## src/rtl/alu_ctrl_md_pkg.sv

```systemverilog
// ============================================================================
// alu_ctrl_pkg : opcode/funct encodings, ALU control codes, mul/div FSM states
// Revision 1.0 : initial release
// ============================================================================
`default_nettype none

package alu_ctrl_pkg;

   localparam logic [5:0] c_OP_RTYPE = 6'b000000;
   localparam logic [5:0] c_OP_ADDI  = 6'b001000;
   localparam logic [5:0] c_OP_LW    = 6'b100011;
   localparam logic [5:0] c_OP_SW    = 6'b101011;
   localparam logic [5:0] c_OP_JAL   = 6'b000011;
   localparam logic [5:0] c_OP_BEQ   = 6'b000100;
   localparam logic [5:0] c_OP_BNE   = 6'b000101;

   localparam logic [5:0] c_FN_SLL   = 6'b000000;
   localparam logic [5:0] c_FN_SRL   = 6'b000010;
   localparam logic [5:0] c_FN_JR    = 6'b001000;
   localparam logic [5:0] c_FN_MFHI  = 6'b010000;
   localparam logic [5:0] c_FN_MFLO  = 6'b010010;
   localparam logic [5:0] c_FN_MULT  = 6'b011000;
   localparam logic [5:0] c_FN_MULTU = 6'b011001;
   localparam logic [5:0] c_FN_DIV   = 6'b011010;
   localparam logic [5:0] c_FN_DIVU  = 6'b011011;
   localparam logic [5:0] c_FN_ADD   = 6'b100000;
   localparam logic [5:0] c_FN_SUB   = 6'b100010;
   localparam logic [5:0] c_FN_AND   = 6'b100100;
   localparam logic [5:0] c_FN_OR    = 6'b100101;
   localparam logic [5:0] c_FN_NOR   = 6'b100111;
   localparam logic [5:0] c_FN_SLT   = 6'b101010;

   localparam logic [3:0] c_ALU_JR      = 4'b0000;
   localparam logic [3:0] c_ALU_OR      = 4'b0001;
   localparam logic [3:0] c_ALU_ADD     = 4'b0010;
   localparam logic [3:0] c_ALU_DIV     = 4'b0011;
   localparam logic [3:0] c_ALU_BNE     = 4'b0100;
   localparam logic [3:0] c_ALU_SLL     = 4'b0101;
   localparam logic [3:0] c_ALU_SUB     = 4'b0110;
   localparam logic [3:0] c_ALU_SLT     = 4'b0111;
   localparam logic [3:0] c_ALU_SRL     = 4'b1000;
   localparam logic [3:0] c_ALU_NOR     = 4'b1001;
   localparam logic [3:0] c_ALU_MEM     = 4'b1010;
   localparam logic [3:0] c_ALU_AND     = 4'b1011;
   localparam logic [3:0] c_ALU_BEQ     = 4'b1100;
   localparam logic [3:0] c_ALU_HILO    = 4'b1101;
   localparam logic [3:0] c_ALU_JAL     = 4'b1110;
   localparam logic [3:0] c_ALU_MULT    = 4'b1111;
   localparam logic [3:0] c_ALU_ILLEGAL = 4'b1111;

   typedef enum logic [1:0] {
      IDLE = 2'd0,
      CALC = 2'd1,
      FIX  = 2'd2
   } md_state_t;

endpackage

`default_nettype wire

```

## src/rtl/alu_ctrl_md_muldiv_iter.sv

```systemverilog
// ============================================================================
// muldiv_iter : iterative shift-add multiplier / restoring divider owning HI/LO
// Revision 1.0 : initial release
// ============================================================================
`default_nettype none

module muldiv_iter
   import alu_ctrl_pkg::*;
#(
   parameter int WIDTH  = 32,
   parameter bit EN_DIV = 1'b1
) (
   input  logic             i_clk,
   input  logic             i_reset,
   input  logic             i_start,
   input  logic             i_is_div,
   input  logic             i_signed,
   input  logic [WIDTH-1:0] i_rs,
   input  logic [WIDTH-1:0] i_rt,
   output logic             o_busy,
   output logic [WIDTH-1:0] o_hi,
   output logic [WIDTH-1:0] o_lo,
   output logic             o_done,
   output logic             o_dbz
);

   localparam int                c_CW   = $clog2(WIDTH + 1);
   localparam logic [c_CW-1:0]   c_LAST = c_CW'(WIDTH - 1);

   md_state_t        r_state;
   logic [c_CW-1:0]  r_cnt;
   logic [WIDTH-1:0] r_opnd;
   logic [WIDTH-1:0] r_p_hi;
   logic [WIDTH-1:0] r_p_lo;
   logic             r_is_div;
   logic             r_neg_res;
   logic             r_neg_rem;
   logic             r_dbz;
   logic [WIDTH-1:0] r_hi;
   logic [WIDTH-1:0] r_lo;
   logic             r_done;
   logic             r_dbz_out;

   logic             w_rs_neg;
   logic             w_rt_neg;
   logic [WIDTH-1:0] w_rs_mag;
   logic [WIDTH-1:0] w_rt_mag;
   logic [WIDTH:0]   w_mul_sum;
   logic [WIDTH-1:0] w_mul_hi;
   logic [WIDTH-1:0] w_mul_lo;
   logic [WIDTH-1:0] w_div_hi;
   logic [WIDTH-1:0] w_div_lo;
   logic [2*WIDTH-1:0] w_prod_fix;
   logic [WIDTH-1:0] w_q_fix;
   logic [WIDTH-1:0] w_r_fix;

   assign w_rs_neg = i_signed & i_rs[WIDTH-1];
   assign w_rt_neg = i_signed & i_rt[WIDTH-1];
   assign w_rs_mag = w_rs_neg ? -i_rs : i_rs;
   assign w_rt_mag = w_rt_neg ? -i_rt : i_rt;

   // Multiplier bits shift out of r_p_lo while product bits shift in from the top.
   assign w_mul_sum = {1'b0, r_p_hi} + (r_p_lo[0] ? {1'b0, r_opnd} : {(WIDTH+1){1'b0}});
   assign w_mul_hi  = w_mul_sum[WIDTH:1];
   assign w_mul_lo  = {w_mul_sum[0], r_p_lo[WIDTH-1:1]};

   generate
      if (EN_DIV) begin : g_div
         logic [WIDTH:0] w_shift;
         logic [WIDTH:0] w_trial;
         assign w_shift  = {r_p_hi, r_p_lo[WIDTH-1]};
         assign w_trial  = w_shift - {1'b0, r_opnd};
         assign w_div_hi = w_trial[WIDTH] ? w_shift[WIDTH-1:0] : w_trial[WIDTH-1:0];
         assign w_div_lo = {r_p_lo[WIDTH-2:0], ~w_trial[WIDTH]};
      end else begin : g_no_div
         assign w_div_hi = '0;
         assign w_div_lo = '0;
      end
   endgenerate

   // A zero divisor leaves the dividend magnitude as remainder; only LO needs forcing.
   assign w_prod_fix = r_neg_res ? -{r_p_hi, r_p_lo} : {r_p_hi, r_p_lo};
   assign w_q_fix    = r_dbz ? '1 : (r_neg_res ? -r_p_lo : r_p_lo);
   assign w_r_fix    = r_neg_rem ? -r_p_hi : r_p_hi;

   always_ff @(posedge i_clk or posedge i_reset) begin
      if (i_reset) begin
         r_state   <= IDLE;
         r_cnt     <= '0;
         r_opnd    <= '0;
         r_p_hi    <= '0;
         r_p_lo    <= '0;
         r_is_div  <= 1'b0;
         r_neg_res <= 1'b0;
         r_neg_rem <= 1'b0;
         r_dbz     <= 1'b0;
         r_hi      <= '0;
         r_lo      <= '0;
         r_done    <= 1'b0;
         r_dbz_out <= 1'b0;
      end else begin
         r_done    <= 1'b0;
         r_dbz_out <= 1'b0;
         case (r_state)
            IDLE: begin
               if (i_start) begin
                  r_is_div  <= i_is_div;
                  r_neg_res <= w_rs_neg ^ w_rt_neg;
                  r_neg_rem <= w_rs_neg;
                  r_dbz     <= i_is_div & (i_rt == '0);
                  r_cnt     <= '0;
                  r_p_hi    <= '0;
                  r_opnd    <= i_is_div ? w_rt_mag : w_rs_mag;
                  r_p_lo    <= i_is_div ? w_rs_mag : w_rt_mag;
                  r_state   <= CALC;
               end
            end
            CALC: begin
               r_p_hi <= r_is_div ? w_div_hi : w_mul_hi;
               r_p_lo <= r_is_div ? w_div_lo : w_mul_lo;
               r_cnt  <= r_cnt + 1'b1;
               if (r_cnt == c_LAST) begin
                  r_state <= FIX;
               end
            end
            FIX: begin
               if (r_is_div) begin
                  r_hi      <= w_r_fix;
                  r_lo      <= w_q_fix;
                  r_dbz_out <= r_dbz;
               end else begin
                  r_hi <= w_prod_fix[2*WIDTH-1:WIDTH];
                  r_lo <= w_prod_fix[WIDTH-1:0];
               end
               r_done  <= 1'b1;
               r_state <= IDLE;
            end
            default: r_state <= IDLE;
         endcase
      end
   end

   assign o_busy = (r_state != IDLE);
   assign o_hi   = r_hi;
   assign o_lo   = r_lo;
   assign o_done = r_done;
   assign o_dbz  = r_dbz_out;

endmodule

`default_nettype wire

```

## src/rtl/alu_ctrl_md.sv

```systemverilog
// ============================================================================
// alu_ctrl_md : MIPS ALU control decode, illegal detect, HI/LO interlock
// Revision 1.0 : initial release
// ============================================================================
`default_nettype none

module alu_ctrl_md
   import alu_ctrl_pkg::*;
#(
   parameter int WIDTH  = 32,
   parameter bit EN_DIV = 1'b1
) (
   input  logic             i_clk,
   input  logic             i_reset,
   input  logic             i_in_valid,
   input  logic [5:0]       i_opcode,
   input  logic [5:0]       i_funct,
   input  logic [WIDTH-1:0] i_rs_val,
   input  logic [WIDTH-1:0] i_rt_val,
   output logic [3:0]       o_alu_ctrl,
   output logic             o_illegal,
   output logic             o_hilo_sel,
   output logic [WIDTH-1:0] o_hi,
   output logic [WIDTH-1:0] o_lo,
   output logic             o_md_done,
   output logic             o_div_by_zero,
   output logic             o_stall
);

   logic [3:0] w_alu_ctrl;
   logic       w_illegal;
   logic       w_hilo_sel;
   logic       w_md_class;
   logic       w_is_div;
   logic       w_signed;
   logic       w_mfhilo;
   logic       w_busy;

   always_comb begin
      w_alu_ctrl = c_ALU_ILLEGAL;
      w_illegal  = 1'b0;
      w_hilo_sel = 1'b0;
      w_md_class = 1'b0;
      w_is_div   = 1'b0;
      w_signed   = 1'b0;
      w_mfhilo   = 1'b0;
      case (i_opcode)
         c_OP_RTYPE: begin
            case (i_funct)
               c_FN_ADD: w_alu_ctrl = c_ALU_ADD;
               c_FN_SUB: w_alu_ctrl = c_ALU_SUB;
               c_FN_AND: w_alu_ctrl = c_ALU_AND;
               c_FN_OR:  w_alu_ctrl = c_ALU_OR;
               c_FN_NOR: w_alu_ctrl = c_ALU_NOR;
               c_FN_SLT: w_alu_ctrl = c_ALU_SLT;
               c_FN_SLL: w_alu_ctrl = c_ALU_SLL;
               c_FN_SRL: w_alu_ctrl = c_ALU_SRL;
               c_FN_JR:  w_alu_ctrl = c_ALU_JR;
               c_FN_MULT, c_FN_MULTU: begin
                  w_alu_ctrl = c_ALU_MULT;
                  w_md_class = 1'b1;
                  w_signed   = (i_funct == c_FN_MULT);
               end
               c_FN_DIV, c_FN_DIVU: begin
                  if (EN_DIV) begin
                     w_alu_ctrl = c_ALU_DIV;
                     w_md_class = 1'b1;
                     w_is_div   = 1'b1;
                     w_signed   = (i_funct == c_FN_DIV);
                  end else begin
                     w_illegal = 1'b1;
                  end
               end
               c_FN_MFHI: begin
                  w_alu_ctrl = c_ALU_HILO;
                  w_hilo_sel = 1'b1;
                  w_mfhilo   = 1'b1;
               end
               c_FN_MFLO: begin
                  w_alu_ctrl = c_ALU_HILO;
                  w_mfhilo   = 1'b1;
               end
               default: w_illegal = 1'b1;
            endcase
         end
         c_OP_ADDI:         w_alu_ctrl = c_ALU_ADD;
         c_OP_LW, c_OP_SW:  w_alu_ctrl = c_ALU_MEM;
         c_OP_JAL:          w_alu_ctrl = c_ALU_JAL;
         c_OP_BEQ:          w_alu_ctrl = c_ALU_BEQ;
         c_OP_BNE:          w_alu_ctrl = c_ALU_BNE;
         default:           w_illegal  = 1'b1;
      endcase
   end

   // Only instructions touching the engine or HI/LO wait for it.
   assign o_stall = w_busy & i_in_valid & (w_md_class | w_mfhilo);

   muldiv_iter #(
      .WIDTH  (WIDTH),
      .EN_DIV (EN_DIV)
   ) u_muldiv (
      .i_clk    (i_clk),
      .i_reset  (i_reset),
      .i_start  (i_in_valid & w_md_class & ~w_busy),
      .i_is_div (w_is_div),
      .i_signed (w_signed),
      .i_rs     (i_rs_val),
      .i_rt     (i_rt_val),
      .o_busy   (w_busy),
      .o_hi     (o_hi),
      .o_lo     (o_lo),
      .o_done   (o_md_done),
      .o_dbz    (o_div_by_zero)
   );

   assign o_alu_ctrl = w_alu_ctrl;
   assign o_illegal  = w_illegal;
   assign o_hilo_sel = w_hilo_sel;

endmodule

`default_nettype wire
```

## config.mk

```make
export PLATFORM = sky130hd
export DESIGN_NAME = alu_ctrl_md
export DESIGN_NICKNAME = d
export VERILOG_FILES = /design/src/rtl/alu_ctrl_md_pkg.sv /design/src/rtl/alu_ctrl_md_muldiv_iter.sv /design/src/rtl/alu_ctrl_md.sv
export SDC_FILE = /design/constraint.sdc
export NUM_CORES = 1
export LEC_CHECK = 0
export BUFFER_PORTS_ARGS = -buffer_cell sky130_fd_sc_hd__buf_2
export CAP_MARGIN = 40
export CORE_MARGIN = 2
export CORE_UTILIZATION = 40
export CTS_CLUSTER_DIAMETER = 40
export DETAILED_ROUTE_END_ITERATION = 16
export RECOVER_POWER = 100
export SLEW_MARGIN = 20
export SYNTH_ARGS = -nofsm -noshare
export SYNTH_HDL_FRONTEND = slang
export SYNTH_SLANG_ARGS = --single-unit
```

## constraint.sdc

```tcl
create_clock -name i_clk -period 6.9 [get_ports i_clk]
set_input_delay 0.345 -clock i_clk [delete_from_list [all_inputs] [get_ports i_clk]]
set_output_delay 0.345 -clock i_clk [all_outputs]
set_load 0.01 [all_outputs]
```

==> reports/results.tsv <==
metric	value	unit
max_freq	186	MHz
post-route-drc-count	0	
grt_start_max_net_pins	72	
critical_setup_path_class	flip-flop to flip-flop	
grt.total_usage	25.1	%
crit_slowest_cell	o31ai_1	
cts.clk_slew.worst_paths	0.07	ns
cts-buffers-inserted	17	
layout-drive-gt1-share	7.68	%
grt_overflow_total	0	
post-route-min-period	5.37	ns
clk_path_buf_depth	2	
drv_slew	245	
outcome	finished with violations	
cts_tree	built	
vias_in_the_first_global_route	13100	
via_count	14100	
timing.critical_path.slowest_cell_delay	1.36	ns
critPathRequiredTime	7.14	ns
floorplan.io_pins	152	
cellLeakagePower	6.59	nW
finalClockSkew	0.0101	ns
seq_area_frac_synth	29.6	%
worst_ir_drop_vdd	0.000145	V
cp_data_arrival_time	5.61	ns
max_cap_viol	7	
post_cts_resize_count	0	
cp_num_buf_inv	2	
timing.critical_path.cells	inv_1 -> clkbuf_1 -> ha_1 -> nand3b_1 -> or3_1 -> or2_0 -> o31ai_1 -> nand2_2 -> o41ai_1 -> xor2_1 -> o21ai_1	
synth.top_cell.area_share	29.6	%
chipHeight	196	microns
unrepaired_setup_endpoints_after_global_routing	no	
detailedPlacementHpwl	37.3	mm
std_cell_rows	70	
fillCellCount	3674	
synth-edff-count	0	
post_place_cells	2357	
hold_viol_final	0	
min_path_type	input port to flip-flop	
synthesis_warnings	0	
failed_checks	capacitance limit, slew limit	
synthesis.instances	1831	
slew-limit-headroom	-70.9	%
post_cts_buffers	0	
clkLatencyLatePin	0.46	ns
cts.sinks	174	
final_net_count	2064	
design.die.area	0.0383	sq mm
initial_antenna_violation_count	1	
critical-path-top-delay-family	compound AO/OA/AOI/OAI gates	
htree_num_levels	4	
synthesis.nets	1981	
postSynth.asyncResetShare	100	%
mappedNetlistArea	0.0147	sq mm
grt_first_pass_wirelength	74.9	mm
min_period_over_period	77.8	%
core_area	0.0363	sq mm
gp_routability_congestion	0.968	
worst_setup_path_end_kind	flip-flop	
synth.ff_latch_count	174	
place.port_buffers	151	
floorplan.die.width	196	microns
cts_root_buf	clkbuf_16	
fin_tns_setup	0	ns
antenna_left	0	
yosysTopAreaCell	dfrtp_1	
avgViaCountPerCell	5.89	
routed_wire_length_per_instance	20.1	microns
synth_area_per_cell	8.02	sq um
detail_route.wirelength	48.2	mm
timing_worst_slew_pin_value	2.56	ns
drt_first_pass_iters	5	
areaGrowthSynthToFinish	10.5	%
crit_fanout	19	
post_layout_nonfiller_instances	2395	
synth.top_cells.by_area	dfrtp_1, ha_1, o21ai_0	
synth_top_cells_by_count	nand2_1, dfrtp_1, o21ai_0	
cp_startpoint_kind	flip-flop	
cts_hold_buffers	1	
synth_ff_type	dfrtp_1	
start_util	40.4	%
drt_iter0_drc	1216	
setup_viol	0	
power.density_cell_area	164	mW/mm^2
synth.lib_cells_used.distinct	81	
yosys.cell_count.top_type	nand2_1	
power breakdown:
part           internal (mW)  switching [mW]
clock                  0.652           0.461
combinational          0.190           0.281
sequential              1.04          0.0427
total                   1.88           0.784
layout make-up:
cell class / instances / area, sq um / area share [%]
Inverter: 61 / 230 / 1.42
Antenna cell: 1 / 2.50 / 0.0154
Timing Repair Buffer: 177 / 867 / 5.34
Clock buffer: 18 / 429 / 2.64
Tap cell: 468 / 586 / 3.61
Multi-Input combinational cell: 1483 / 9540 / 58.7
Sequential cell: 174 / 4360 / 26.8
Clock inverter: 13 / 229 / 1.41
cell usage in the layout, fill, tap and decap left out, types with 11 or more instances in the layout:
cell	count
a22oi_1	41
inv_1	59
clkbuf_16	17
o41ai_1	16
xor2_1	90
buf_4	11
nand3_1	28
xnor2_1	86
nand2_1	210
a31oi_1	23
dfrtp_1	173
a21oi_1	145
a211oi_1	12
o31ai_1	27
nor2_1	150
nand2b_1	23
clkbuf_1	86
ha_1	69
o211ai_1	67
nor2b_1	14
nor3_1	29
o21ai_0	175
or3_1	22
mux2i_1	68
buf_2	77
nor4_1	14
a21o_1	29
layer usage:
layer,wire length [microns],track usage (%),share of wire (%),vias to the layer above
met5,0,0,0,-
met4,1110,7.72,2.3,0
met3,3220,3.63,6.7,60
met2,21400,38.5,44,496
met1,22400,36.4,47,6766
li1,-,-,-,6778
cell families (layout without fill, tap and decap cells):
family,after synthesis,count (layout),synth area share (%)
AO/OA/AOI/OAI,597,597,25.5
flip-flops,174,174,29.6
adder cells (fa/ha/maj),71,71,6.15
XOR/XNOR,176,176,10.5
buffers and inverters,174,269,5.14
AND/OR/NAND/NOR,570,570,18.3
multiplexers,69,69,4.71
other,0,1,0
registers in the layout, indices dropped and copies added, names as in the netlist, 2 cells and up:
| signal | flops |
|---|---|
| u_muldiv.o_hi | 32 |
| u_muldiv.r_p_lo | 32 |
| u_muldiv.r_p_hi | 32 |
| u_muldiv.r_state | 2 |
| u_muldiv.r_opnd | 32 |
| u_muldiv.o_lo | 32 |
| u_muldiv.r_cnt | 6 |
final timing paths:
check / startpoint / to / slack, ns / cells after the start
worst max-delay path: u_muldiv.r_p_lo[0] / u_muldiv.o_hi[8] / 1.53 / 11
worst min register to register: u_muldiv.o_hi[3] / u_muldiv.o_hi[3] / 0.48 / 2
min in group asynchronous: i_reset / u_muldiv.o_lo[2] / 1.01 / 3
worst max register to register: u_muldiv.r_p_lo[0] / u_muldiv.o_hi[8] / 1.53 / 11
worst min-delay path: i_rs_val[0] / u_muldiv.r_opnd[0] / 0.20 / 3
max in group asynchronous: i_reset / u_muldiv.r_p_lo[22] / 2.17 / 5
stage by stage:
step / utilization (%) / power (mW) / hold WS (ns) / setup slack, ns / cell area, sq um
global route: 44.7 / 2.77 / 0.228 / 1.20 / 16200
detailed placement: 43.4 / 1.56 / 0.410 / 2.57 / 15800
CTS: 45.3 / 2.68 / 0.190 / 2.54 / 16500
floorplan: - / 1.42 / 0.447 / 1.84 / 14700
finish: 44.7 / 2.66 / 0.202 / 1.53 / 16200
global placement: 43.1 / 1.56 / 0.404 / 2.65 / 15700
worst min-delay path, cell delays in order:
cell and delay, ns:
buf_2 0.14, nand2_1 0.07, a31oi_1 0.07
Power figures use the tool's default switching activity.
